**config.mk**
```make
export PLATFORM = sky130hd
export DESIGN_NAME = sig_add_abs_pipe
export DESIGN_NICKNAME = d
export VERILOG_FILES = /design/src/rtl/sig_add_pkg.sv /design/src/rtl/sig_lzc.sv /design/src/rtl/sig_add_abs_pipe.sv
export SDC_FILE = /design/constraint.sdc
export NUM_CORES = 1
export LEC_CHECK = 0
export ABC_AREA = 1
export BUFFER_PORTS_ARGS = -buffer_cell sky130_fd_sc_hd__buf_2
export CORE_MARGIN = 2
export CORE_UTILIZATION = 25
export DETAILED_ROUTE_END_ITERATION = 16
export GPL_TIMING_DRIVEN = 0
export PLACE_DENSITY = 0.45
export REMOVE_ABC_BUFFERS = 1
export SLEW_MARGIN = 20
export SYNTH_ARGS = -nofsm -noshare
export SYNTH_HDL_FRONTEND = slang
export SYNTH_SLANG_ARGS = --single-unit
```
**constraint.sdc**
```tcl
create_clock -name CLK -period 7.2 [get_ports CLK]
set_input_delay 0 -clock CLK [delete_from_list [all_inputs] [get_ports CLK]]
set_output_delay 0 -clock CLK [all_outputs]
set_load 0.005 [all_outputs]
```
**src/rtl/sig_add_pkg.sv**
```systemverilog
// sig_add_pkg: shared width helper and stage-1 record layout for the significand adder
`ifndef SIG_ADD_PKG_SV
`define SIG_ADD_PKG_SV
`define SIG_ADD_S1_T(W) struct packed { logic [W:0] presum; logic eff_sub; logic both_neg; logic largest_sign; }
package sig_add_pkg;
    function automatic int lzc_w(input int sig_w);
        return $clog2(sig_w + 2);
    endfunction
endpackage
`endif

```
**src/rtl/sig_lzc.sv**
```systemverilog
// sig_lzc: combinational leading-zero counter from the MSB; an all-zero input yields W
module sig_lzc #(
    parameter int W = 43
) (
    input  logic [W-1:0]             x,
    output logic [$clog2(W+1)-1:0]   cnt
);
    localparam int CW = $clog2(W + 1);
    always_comb begin
        cnt = CW'(W);
        for (int i = 0; i < W; i++) cnt = x[i] ? CW'(W - 1 - i) : cnt;
    end
endmodule

```
**src/rtl/sig_add_abs_pipe.sv**
```systemverilog
// sig_add_abs_pipe: two-stage multi-lane signed significand add/sub yielding magnitude, sign, zero flag and LZC
module sig_add_abs_pipe
    import sig_add_pkg::*;
#(
    parameter int SIG_W  = 42,
    parameter int LANES  = 1,
    parameter bit EN_LZC = 1
) (
    input  logic                                    CLK,
    input  logic                                    RST,
    input  logic                                    DVI,
    output logic                                    IN_RDY,
    input  logic [LANES-1:0]                        LARGEST_SIGN,
    input  logic [LANES-1:0][1:0]                   OP_SIGNS,
    input  logic signed [LANES-1:0][1:0][SIG_W-1:0] SIGNIFICANDS,
    output logic                                    DVO,
    input  logic                                    OUT_RDY,
    output logic [LANES-1:0]                        SIGN,
    output logic [LANES-1:0]                        ZERO,
    output logic [LANES-1:0][SIG_W:0]               SUM_OF_SIGNIFICANDS,
    output logic [LANES-1:0][lzc_w(SIG_W)-1:0]      LZC
);
    localparam int LZC_W = lzc_w(SIG_W);
    typedef `SIG_ADD_S1_T(SIG_W) s1_t;

    s1_t [LANES-1:0]              s1_d, s1_q;
    logic [LANES-1:0]             sign_d, zero_d;
    logic [LANES-1:0][SIG_W:0]    mag_d;
    logic [LANES-1:0][LZC_W-1:0]  lz_d;
    logic                         v1, v2, adv1, adv2;

    assign adv2   = ~v2 | OUT_RDY;
    assign adv1   = ~v1 | adv2;
    assign IN_RDY = adv1;
    assign DVO    = v2;

    for (genvar l = 0; l < LANES; l++) begin : g_lane
        logic [SIG_W:0] a, b;
        assign a = {SIGNIFICANDS[l][0][SIG_W-1], SIGNIFICANDS[l][0]};
        assign b = {SIGNIFICANDS[l][1][SIG_W-1], SIGNIFICANDS[l][1]};
        assign s1_d[l] = '{
            presum:       (OP_SIGNS[l][0] ^ OP_SIGNS[l][1]) ? a - b : a + b,
            eff_sub:      OP_SIGNS[l][0] ^ OP_SIGNS[l][1],
            both_neg:     OP_SIGNS[l][0] & OP_SIGNS[l][1],
            largest_sign: LARGEST_SIGN[l]
        };
        // -(-2^SIG_W) wraps to the same bit pattern, which reads correctly as unsigned
        assign mag_d[l]  = s1_q[l].presum[SIG_W] ? -s1_q[l].presum : s1_q[l].presum;
        assign zero_d[l] = ~|s1_q[l].presum;
        assign sign_d[l] = zero_d[l] ? ~s1_q[l].eff_sub & s1_q[l].both_neg
                                     : s1_q[l].presum[SIG_W] ^ s1_q[l].largest_sign;
        if (EN_LZC) begin : g_lzc
            sig_lzc #(.W(SIG_W + 1)) u_lzc (.x(mag_d[l]), .cnt(lz_d[l]));
        end else begin : g_nolzc
            assign lz_d[l] = '0;
        end
    end

    always_ff @(posedge CLK) begin
        if (RST) begin
            v1                  <= 1'b0;
            v2                  <= 1'b0;
            s1_q                <= '0;
            SIGN                <= '0;
            ZERO                <= '0;
            SUM_OF_SIGNIFICANDS <= '0;
            LZC                 <= '0;
        end else begin
            if (adv1) v1 <= DVI;
            if (adv2) v2 <= v1;
            if (adv1 && DVI) s1_q <= s1_d;
            if (adv2 && v1) begin
                SIGN                <= sign_d;
                ZERO                <= zero_d;
                SUM_OF_SIGNIFICANDS <= mag_d;
                LZC                 <= lz_d;
            end
        end
    end
endmodule

```
### Word-level counts from Yosys, hierarchy flattened

Cells that the tools add are included.
W data, S select, Z words.

* output and inout bits: 53
* flip-flop bits (word level): 99
* word-level logic and storage cells: 72

* bitwise logic cells: 9
* muxes and demuxes: 46
* $add $sub $neg: 3
* reduce and logical (&&, ||, !) cells: 4

Operators with widths (count)
* $mux W6: 42
* $mux W43: 2
* $add A42 B42 Y43: 1
* $neg A43 Y43: 1
* $reduce_or A43 Y1: 1
* $sub A42 B42 Y43: 1
* $not A1 Y1: 3
* $and A1 B1 Y1: 2
* $logic_and A1 B1 Y1: 2
* $mux W1: 2
* $or A1 B1 Y1: 2
* $xor A1 B1 Y1: 2
* $logic_not A1 Y1: 1

### Depth between registers and ports, before layout

Gate-level depths: netlist (run 1).

* word-level depth: 45
* depth in mapped cells: 48
* mapped depth without buffers: 48

### Cells and area by module

Synthesis (run 1) repeated with hierarchy kept, for this count alone.

* cell total of the unflattened synthesis: 1842
* area total of the unflattened synthesis: 10142.2 um^2

By module, submodules not included
* sig_add_abs_pipe: cells an instance 1699, times used 1, area an instance 9506.6 um^2
* sig_lzc: cells an instance 143, times used 1, area an instance 635.6 um^2

### Worst setup path before layout (run 1)

No wires, ideal clock.

* path kind: input to register
* from: input port OP_SIGNS[0] in the netlist's numbering
* to: register s1_q[45] in the netlist's numbering
* path buffers: 2
* data arrival time: 4.084 ns
* setup time: 0.115 ns
* setup slack: 3.000 ns
* stages: 29
* path through: ha_1 > clkbuf_1 > clkinv_1 > clkbuf_1 > nand2_1 > xnor2_1 > inv_1 > ha_1 > nand2_1 > o21ai_2 > a21oi_2 > o21bai_1 > inv_1 > o21ai_1 > a21oi_1 > o21ai_2 > inv_1 > o21ai_2 > a21oi_1 > o21ai_2 > a21oi_1 > nor3_1 > nor2_1 > o21ai_1 > inv_1 > o21ai_0 > xor2_1 > o21ai_0 > inv_1

RTL lines
* start, declared: RTL line sig_add_abs_pipe.sv:14 `input logic [LANES-1:0][1:0] OP_SIGNS,`
* end signal, assigned: RTL line sig_add_abs_pipe.sv:63 `s1_q <= '0;`
* end signal, assigned: RTL line sig_add_abs_pipe.sv:71 `if (adv1 && DVI) s1_q <= s1_d;`
* end, declared: RTL line sig_add_abs_pipe.sv:26 `s1_t [LANES-1:0] s1_d, s1_q;`

==> run_results.csv, run 1 <==
group,metric,value,unit
placed_design,place.gp.congestion,0.817,
detailed_routing,ant_nets,0,
setup_path,critPathRequiredTime,7.50,ns
detailed_routing,wirelength,22200,µm
detailed_routing,drt_iter0_markers,325,
timing,final_max_slew_viol_count,0,
timing,relSlewSlack,29.2,%
yosys,yosysWarnings,0,
power_and_ir_drop,vdd_ir_drop_max,0.000124,V
final_layout,finish.net_count,1512,
job,drv_cap,0,
global_routing,grt_overflow_total,0,
timing,grt_setup_unrepaired,"no",
clock_network,root_buffer,"clkbuf_16",
detailed_routing,top_layer,"met4",
placed_design,dp_cells,1762,
floorplanning,die-area,33600,µm²
final_layout,utilization,30.1,%
setup_path,end_kind,"flop",
detailed_routing,vias,7660,
setup_path,cp-start-kind,"input pin",
floorplanning,start_util,25.4,%
final_layout,drive_gt1_share,14.3,%
clock_network,cts_max_level,3,
final_layout,syn_to_final_growth,18.3,%
placed_design,dp_hpwl,18100,µm
detailed_routing,firstDrtPassIters,5,
yosys,yosys-top-cells-area,"dfxtp_1 (25%), nand2_1 (11%), inv_1 (9.9%)",
power_and_ir_drop,p_leak,4.87,nW
clock_network,clk_latency,0.36,ns
floorplanning,rows,65,
power_and_ir_drop,powerDensity,216,nW/µm²
setup_path,critPathKind,"in -> reg",
placed_design,portBuffers,143,
power_and_ir_drop,power,0.00206,W
min_path,hold_path.class,"in -> reg",
clock_network,cts_sinks,99,
clock_network,post-cts-setup-buffer-count,0,
detailed_routing,post_drt_via_cell_ratio,4.30,
floorplanning,io_pins,144,
final_layout,fin_cells,1783,
yosys,async_reset_ff_share,0,%
yosys,syn_area_per_cell,6.42,µm²
timing,fmax,182,MHz
floorplanning,die_w,183,µm
floorplanning,die_h,183,µm
final_layout,multi_input_area,5090,µm²
clock_network,cts_inserted_buffers,9,
clock_network,cts_tree,"done",
timing,skew,0.0137,ns
detailed_routing,wl_met3,599,µm
floorplanning,core_area,31600,µm²
final_layout,final-seq-area,1980,µm²
global_routing,grt_pass1_vias,7350,
yosys,ys_types,41,
timing,fin_crit_sh,76.2,%
final_layout,mostFrequentLayoutCells,"nand2_1 (235), inv_1 (212), buf_2 (143), a21oi_1 (125), nor2_1 (112)",
detailed_routing,met2_length,8810,µm
timing,setup_violations,0,
final_layout,final_area,9520,µm²
timing,fin_crit,5.49,ns
timing,hold_viol_final,0,
yosys,synth-edff-count,0,
final_layout,mostFrequentLayoutCell,"nand2_1",
yosys,ys_ff_latch,99,
final_layout,fill_cells,3493,
detailed_routing,wl_met1,12400,µm
yosys,seq_area_frac_synth,24.6,%
yosys,syn_area,8050,µm²
detailed_routing,drc,0,
placed_design,postPlaceCellArea,9190,µm²
setup_path,arrival,5.79,ns
clock_network,cts.repair.resized,0,
run_status,status,"finished, final reports clean",
yosys,synth_top_area_share,24.6,%
yosys,synth_cells,1254,
global_routing,grt_max_degree,85,
clock_network,clk_pin_slew,0.07,ns
yosys,ys.flop_type,"dfxtp_1",
clock_network,cts_max_path_buffers,2,
global_routing,antenna_found_initial,1,
timing,setup_tns,0,ns
yosys,synth_top_cell_by_area,"dfxtp_1",
global_routing,grt_pass1_wl,36600,µm
detailed_routing,wire_per_inst,12.5,µm
setup_path,critPathMaxFanout,27,
global_routing,grt_usage,13.3,%
timing,worst_pin_slew,1.06,ns
synth_stat cells, types with 3 or more instances:
library cell	count
a31oi_1	6
nor3_1	24
nor3_4	3
xor2_1	74
nand2_1	236
clkbuf_1	34
a21oi_2	3
nor2_1	112
nand4_1	15
inv_1	213
ha_1	45
nor2_2	4
clkinv_1	4
xnor2_1	33
o21ai_0	101
nor4_1	5
o21ai_1	3
a211oi_1	4
o21ai_2	4
inv_2	5
a21oi_1	125
o211ai_1	35
buf_1	3
dfxtp_1	99
buf_2	3
nand3_2	7
nand3_1	35
area by class of cell:
cell class | instances | area share (%)
repair buffers | 150 | 8.65
clock inverters | 7 | 0.657
inverters | 222 | 8.77
well taps | 402 | 5.28
flip-flops and latches | 99 | 20.8
multi-input cells | 893 | 53.4
clock buffers | 9 | 2.37
diodes | 1 | 0.0263
final timing paths:
kind	from	endpoint	slack (ns)	depth (start not counted)
setup / recovery	OP_SIGNS[0]	s1_q[45]	1.71	28
hold / removal	SIGNIFICANDS[0]	s1_q[3]	0.03	4
setup reg to reg	s1_q[45]	LZC[0]	3.24	45
hold reg to reg	s1_q[2]	s1_q[2]	0.46	2
through the flow:
step | hold slack, ns | worst slack (ns)
2_1_floorplan | 0.0624 | 2.76
3_3_place_gp | 0.296 | 1.19
3_5_place_dp | 0.308 | 1.22
4_1_cts | 0.0176 | 1.59
5_1_grt | 0.0464 | 0.982
6_report | 0.0283 | 1.71
report_power, final:
group          leakage, nW  internal [W]  total [W]  switching (W)
logic                 3.92      0.000346   0.000916       0.000570
registers            0.819      0.000609   0.000665      0.0000563
clock network        0.132      0.000241   0.000475       0.000234
cell families (layout without fill, tap and decap cells):
family	count (synthesis)	in the layout	synth area share [%]
simple gates	448	448	24.0
compound gates	292	292	20.2
buf+inv	262	388	12.3
xor+xnor	107	107	11.6
flops	99	99	24.6
fa+ha+maj	46	46	7.25
other cells	0	1	0
routing by layer:
metal	up-vias	GRT usage, %
li1	4295	-
met5	-	0
met1	3220	20.2
met3	19	1.47
met4	0	3.97
met2	126	19.6
timing repair:
item	in CTS	in global routing
endpoints found under the setup margin	0	0
endpoints found under the hold margin	4	0
hold buffers	4	0
critical path, stage by stage:
cell and delay [ns]:
buf_2 0.10, ha_1 0.91, clkinv_1 0.78, nand2_1 0.26, xnor2_1 0.14, inv_1 0.06, ha_1 0.34, nand2_1 0.08
o21ai_2 0.24, a21oi_2 0.12, o21bai_1 0.23, inv_1 0.07, o21ai_1 0.24, a21oi_1 0.16, o21ai_2 0.17, inv_1 0.07
o21ai_2 0.16, a21oi_1 0.13, o21ai_2 0.19, a21oi_1 0.12, nor3_1 0.16, nor2_1 0.10, o21ai_1 0.28, inv_1 0.07
o21ai_0 0.20, xor2_1 0.23, o21ai_0 0.10, inv_1 0.06
sequential cells by signal, summed over array words and instances (netlist names):
signal / flops
s1_q: 46
SUM_OF_SIGNIFICANDS: 43
LZC: 6
DVO: 1
SIGN: 1
ZERO: 1
v1: 1
(Power assumes the default switching activity.)
==> run 2, diff against run 1 <==
==> constraint.sdc (replaced) <==
create_clock -name CLK -period 5.5 [get_ports CLK]
set_input_delay 0 -clock CLK [delete_from_list [all_inputs] [get_ports CLK]]
set_output_delay 0 -clock CLK [all_outputs]
set_load 0.005 [all_outputs]
==> run 2 against run 1 <==
Final area grew 0.25%. Clock-buffer cell count is the same. Clock skew is essentially flat. Combinational power grew 31%. Sequential share of layout area shrank 0.052 points. Hold slack is essentially flat. Critical endpoint unchanged. Highest routed layer unchanged.
==> run_results.csv, run 2 (synthesis results as in run 1) <==
group,metric,value,unit
timing,setup_tns,0,ns
timing,final_max_slew_viol_count,0,
final_layout,largest_reg_flops,46,
final_layout,mostFrequentLayoutCell,"nand2_1",
final_layout,drive_gt1_share,14.6,%
global_routing,grt_usage,13.3,%
detailed_routing,post_drt_via_cell_ratio,4.30,
timing,grt_setup_unrepaired,"no",
timing,fin_crit,4.91,ns
job,drv_cap,0,
timing,holdWs,0.0280,ns
power_and_ir_drop,p_seq_share,32.3,%
global_routing,grt_pass1_wl,36500,µm
setup_path,end_kind,"flop",
power_and_ir_drop,p_clk_share,23.1,%
global_routing,grt_overflow_total,0,
setup_path,r2r_setup_slack,1.54,ns
clock_network,clk_latency,0.36,ns
placed_design,postPlaceCellArea,9190,µm²
floorplanning,die_h,183,µm
clock_network,cts_max_level,3,
clock_network,cts_tree,"done",
timing,fmax,204,MHz
setup_path,slowest_delay,0.53,ns
global_routing,antenna_found_initial,1,
detailed_routing,drc,0,
final_layout,final_area,9540,µm²
clock_network,post-cts-setup-buffer-count,0,
setup_path,arrival,5.21,ns
setup_path,critPathKind,"in -> reg",
final_layout,top_regs,"s1_q: 46 flops, SUM_OF_SIGNIFICANDS: 43 flops, LZC: 6 flops",
timing,skew,0.0137,ns
timing,hold_viol_final,0,
floorplanning,io_pins,144,
detailed_routing,wire_per_inst,12.5,µm
power_and_ir_drop,p_leak,4.88,nW
final_layout,final-seq-area,1980,µm²
floorplanning,core_area,31600,µm²
placed_design,place.gp.congestion,0.817,
detailed_routing,vias,7665,
min_path,hold_path.class,"in -> reg",
power_and_ir_drop,intPower,0.00157,W
setup_path,crit_top_cell,"inv_1",
global_routing,grt_max_degree,85,
final_layout,regMostFlops,"s1_q",
final_layout,finish.net_count,1512,
power_and_ir_drop,power,0.00269,W
detailed_routing,drt_iter0_markers,297,
timing,relSlewSlack,28.6,%
floorplanning,start_util,25.4,%
floorplanning,die-area,33600,µm²
timing,layout_setup_ws,0.593,ns
run_status,status,"finished, final reports clean",
global_routing,grt_pass1_vias,7350,
setup_path,critPathRequiredTime,5.80,ns
timing,setup_violations,0,
power_and_ir_drop,switching_power,0.00113,W
placed_design,pre_cts_slack,-0.475,ns
final_layout,multi_input_area,5110,µm²
detailed_routing,firstDrtPassIters,4,
clock_network,cts_sinks,99,
timing,worst_pin_slew,1.07,ns
clock_network,clk_pin_slew,0.07,ns
floorplanning,die_w,183,µm
power_and_ir_drop,vdd_ir_drop_max,0.000163,V
placed_design,portBuffers,143,
setup_path,cp-start-kind,"input pin",
power_and_ir_drop,switching_share,41.9,%
detailed_routing,wirelength,22200,µm
clock_network,root_buffer,"clkbuf_16",
power_and_ir_drop,powerDensity,282,nW/µm²
final_layout,syn_to_final_growth,18.6,%
clock_network,cts_inserted_buffers,9,
placed_design,dp_hpwl,18100,µm
floorplanning,rows,65,
final_layout,fill_cells,3495,
setup_path,cp_slowest_cell,"dlygate4sd3_1",
final_layout,mostFrequentLayoutCells,"nand2_1 (235), inv_1 (212), buf_2 (143), a21oi_1 (125), nor2_1 (112)",
setup_path,critPathMaxFanout,6,
timing,fin_crit_sh,89.2,%
detailed_routing,ant_nets,0,
power_and_ir_drop,p_comb_share,44.6,%
clock_network,cts_max_path_buffers,2,
[run 2: repair_timing]
item	in CTS	in global routing
hold buffers	4	0
endpoints found under the setup margin	1	5
hold endpoints to repair	4	0
resized for setup	1	5
[run 2: worst paths after layout]
check / from / end / depth (start not counted)
worst min register to register: s1_q[2] / s1_q[2] / 2
worst min-delay path: SIGNIFICANDS[0] / s1_q[3] / 4
worst max register to register: s1_q[45] / LZC[0] / 45
worst max-delay path: SIGNIFICANDS[42] / s1_q[45] / 33
[run 2: final cells by class]
cell class | count | share of cell area, %
inverter | 222 | 8.76
multi-input combinational | 893 | 53.5
clock buffer | 9 | 2.36
timing repair buffer | 150 | 8.63
sequential | 99 | 20.8
antenna | 1 | 0.0262
clock inverter | 7 | 0.655
tap | 402 | 5.27
[run 2: critical path: cells and delay by family]
family / cells / cell delay, ns
AO/OA/AOI/OAI: 12 / 1.97
buffers and inverters: 9 / 1.20
AND/OR/NAND/NOR: 8 / 1.04
adder cells (fa/ha/maj): 2 / 0.57
XOR/XNOR: 2 / 0.41
[run 2: layer usage]
| metal | track usage, % | up-vias | wire (µm) |
|---|---|---|---|
| met1 | 20.1 | 3223 | 12400 |
| met3 | 1.47 | 17 | 622 |
| li1 | - | 4295 | - |
| met5 | 0 | - | 0 |
| met2 | 19.6 | 130 | 8820 |
| met4 | 3.97 | 0 | 336 |
[run 2: per-stage QoR]
| step | cells | util, % |
|---|---|---|
| 3_3_place_gp | 1759 | 28.8 |
| 6_report | 1783 | 30.2 |
| 4_1_cts | 1782 | 30.1 |
| 5_1_grt | 1783 | 30.2 |
| 2_1_floorplan | 1214 | - |
| 3_5_place_dp | 1762 | 29.0 |
[run 2: power by group through the flow]
stage                     logic (W)  clock network (W)  registers [W]
final                       0.00120           0.000622       0.000871
after global routing        0.00140           0.000673       0.000885
after detailed placement    0.00121                  0       0.000888
after global placement      0.00120                  0       0.000889
after CTS                   0.00122           0.000644       0.000872
after floorplan            0.000880                  0       0.000871
==> run 3, diff against run 2 <==
--- a/config.mk
+++ b/config.mk
@@ -11,8 +11,6 @@
 export CORE_UTILIZATION = 25
 export DETAILED_ROUTE_END_ITERATION = 16
 export GPL_TIMING_DRIVEN = 0
-export PLACE_DENSITY = 0.45
-export REMOVE_ABC_BUFFERS = 1
 export SLEW_MARGIN = 20
 export SYNTH_ARGS = -nofsm -noshare
 export SYNTH_HDL_FRONTEND = slang
==> constraint.sdc (replaced) <==
create_clock -name CLK -period 5.5 [get_ports CLK]
set_input_delay 0 -clock CLK [delete_from_list [all_inputs] [get_ports CLK]]
set_output_delay 0 -clock CLK [all_outputs]
set_load 0.01 [all_outputs]
==> run 3 against run 2 <==
Via count rose by 5.9%. Utilization rose by 0.21 points. Combinational power rose by 4%. Clock-buffer cell count rose by 2. First-iteration DRC count rose by 66%.
==> run_results.csv, run 3 (synthesis results as in run 1) <==
group,metric,value,unit
final_layout,finish.net_count,1545,
timing,fin_crit_sh,90.1,%
setup_path,cp_slowest_cell,"clkbuf_1",
setup_path,r2r-start,"s1_q[4]",
timing,grt_setup_unrepaired,"no",
timing,hold_viol_final,0,
job,drv_cap,0,
power_and_ir_drop,p_leak,4.91,nW
setup_path,slowest_delay,0.62,ns
power_and_ir_drop,power,0.00281,W
placed_design,postPlaceCellArea,9260,µm²
placed_design,place.gp.congestion,0.829,
detailed_routing,firstDrtPassIters,5,
global_routing,grt_overflow_total,0,
final_layout,multi_input_area,5080,µm²
placed_design,dp_hpwl,20700,µm
setup_path,r2r_cells,26,
setup_path,path_delay_family,"compound AO/OA/AOI/OAI gates",
final_layout,fill_cells,3490,
setup_path,r2r_setup_slack,1.49,ns
min_path,whs_endpoint,"s1_q[3]",
clock_network,root_buffer,"clkbuf_16",
final_layout,final-seq-area,1980,µm²
setup_path,end_kind,"flop",
detailed_routing,wirelength,24600,µm
placed_design,portBuffers,142,
final_layout,largest_reg_flops,46,
detailed_routing,vias,8114,
setup_path,cp.buffers_inverters,6,
global_routing,grt_pass1_wl,39400,µm
floorplanning,rows,65,
clock_network,cts_inserted_buffers,9,
final_layout,final_area,9610,µm²
floorplanning,start_util,25.4,%
timing,fin_crit,4.95,ns
timing,setup_violations,0,
floorplanning,die_w,183,µm
timing,setup_tns,0,ns
detailed_routing,wire_per_inst,13.5,µm
setup_path,critPathMaxFanout,10,
min_path,worstHoldPathCells,3,
global_routing,grt_usage,14.5,%
detailed_routing,drc,0,
setup_path,regToRegEndpoint,"LZC[5]",
final_layout,syn_to_final_growth,19.4,%
timing,fmax,202,MHz
final_layout,regMostFlops,"s1_q",
yosys,synth_fp_nets,1391,
setup_path,critPathRequiredTime,5.74,ns
timing,final_max_slew_viol_count,0,
clock_network,post-cts-setup-buffer-count,0,
timing,skew,0.00657,ns
floorplanning,core_area,31600,µm²
final_layout,antennaDiodeCount,0,
floorplanning,die_h,183,µm
final_layout,drive_gt1_share,13.7,%
clock_network,cts_max_path_buffers,2,
setup_path,critPathKind,"in -> reg",
timing,holdWs,0.0668,ns
floorplanning,io_pins,144,
timing,worst_pin_slew,0.744,ns
timing,relSlewSlack,50.4,%
run_status,status,"finished, final reports clean",
floorplanning,die-area,33600,µm²
clock_network,clk_pin_slew,0.07,ns
clock_network,cts_tree,"done",
global_routing,antenna_found_initial,1,
global_routing,grt_max_degree,16,
detailed_routing,ant_nets,0,
clock_network,cts_max_level,3,
setup_path,arrival,5.19,ns
clock_network,cts_sinks,99,
power_and_ir_drop,vdd_ir_drop_max,0.000131,V
setup_path,cp-start-kind,"input pin",
final_layout,mostFrequentLayoutCell,"nand2_1",
final_layout,top_regs,"s1_q: 46 flops, SUM_OF_SIGNIFICANDS: 43 flops, LZC: 6 flops",
min_path,hold_path.class,"in -> reg",
min_path,hp-start,"SIGNIFICANDS[42]",
global_routing,grt_pass1_vias,7736,
final_layout,mostFrequentLayoutCells,"nand2_1 (236), inv_1 (213), buf_2 (145), a21oi_1 (125), nor2_1 (112)",
detailed_routing,post_drt_via_cell_ratio,4.47,
power_and_ir_drop,powerDensity,292,nW/µm²
detailed_routing,drt_iter0_markers,492,
clock_network,clk_latency,0.35,ns
-- run 3: changes by cell type in the layout (fill, tap and decap cells not counted), sizes merged --
| cell | previous run | this run |
|---|---|---|
| buf | 146 | 148 |
| bufinv | 0 | 2 |
| clkbuf | 9 | 44 |
| clkinvlp | 3 | 1 |
| diode | 1 | 0 |
| dlygate4sd3 | 4 | 2 |
| inv | 220 | 218 |
-- run 3: power by group --
part	switching, W	internal [W]
logic	0.000790	0.000456
clock network	0.000279	0.000421
registers	0.0000651	0.000797
total	0.00113	0.00167
-- run 3: final cells by class --
type | instances | share of cell area, %
Tap cell | 402 | 5.23
Inverter | 222 | 8.71
Timing Repair Buffer | 144 | 7.60
Multi-Input combinational cell | 893 | 52.9
Clock inverter | 5 | 0.781
Clock buffer | 11 | 2.63
Buffer | 39 | 1.56
Sequential cell | 99 | 20.6
-- run 3: stage by stage --
step / util, % / setup slack [ns] / instances
global placement: 29.3 / -0.0352 / 1798
floorplan: - / 1.30 / 1254
global route: 30.4 / 0.00708 / 1815
CTS: 30.4 / 0.294 / 1816
detailed placement: 29.3 / -0.0545 / 1798
finish: 30.4 / 0.546 / 1815
-- run 3: how the worst max path moves through the flow --
stage           startpoint  endpoint  slack [ns]  cells after the start
4_1_cts        OP_SIGNS[0]  s1_q[45]        0.29                     30
6_report       OP_SIGNS[0]  s1_q[45]        0.55                     27
3_3_place_gp   OP_SIGNS[0]  s1_q[45]       -0.04                     30
3_5_place_dp   OP_SIGNS[0]  s1_q[45]       -0.05                     30
2_1_floorplan  OP_SIGNS[0]  s1_q[45]        1.30                     29
5_1_grt        OP_SIGNS[0]  s1_q[44]       0.007                     33
-- run 3: what timing repair did --
action	in CTS	in global routing
setup endpoints to repair	0	3
hold buffers	2	0
resized for setup	0	1
endpoints found under the hold margin	3	0
-- run 3: worst register-to-register path, delay by kind of cell, from the launching register on --
kind	cells	cell delay, ns
and+or+nand+nor	20	2.71
AOI/OAI and AO/OA	2	0.36
DFF	1	0.33
xor gates and xnor gates	1	0.30
buffers and inverters	3	0.24
-- run 3: routing by layer --
metal  GRT usage [%]  share of wire, %  routed length, µm
met1            20.9                52              12700
met2            22.7                42              10300
met3            1.98               5.2               1280
met4            3.62               1.2                293
met5               0                 0                  0
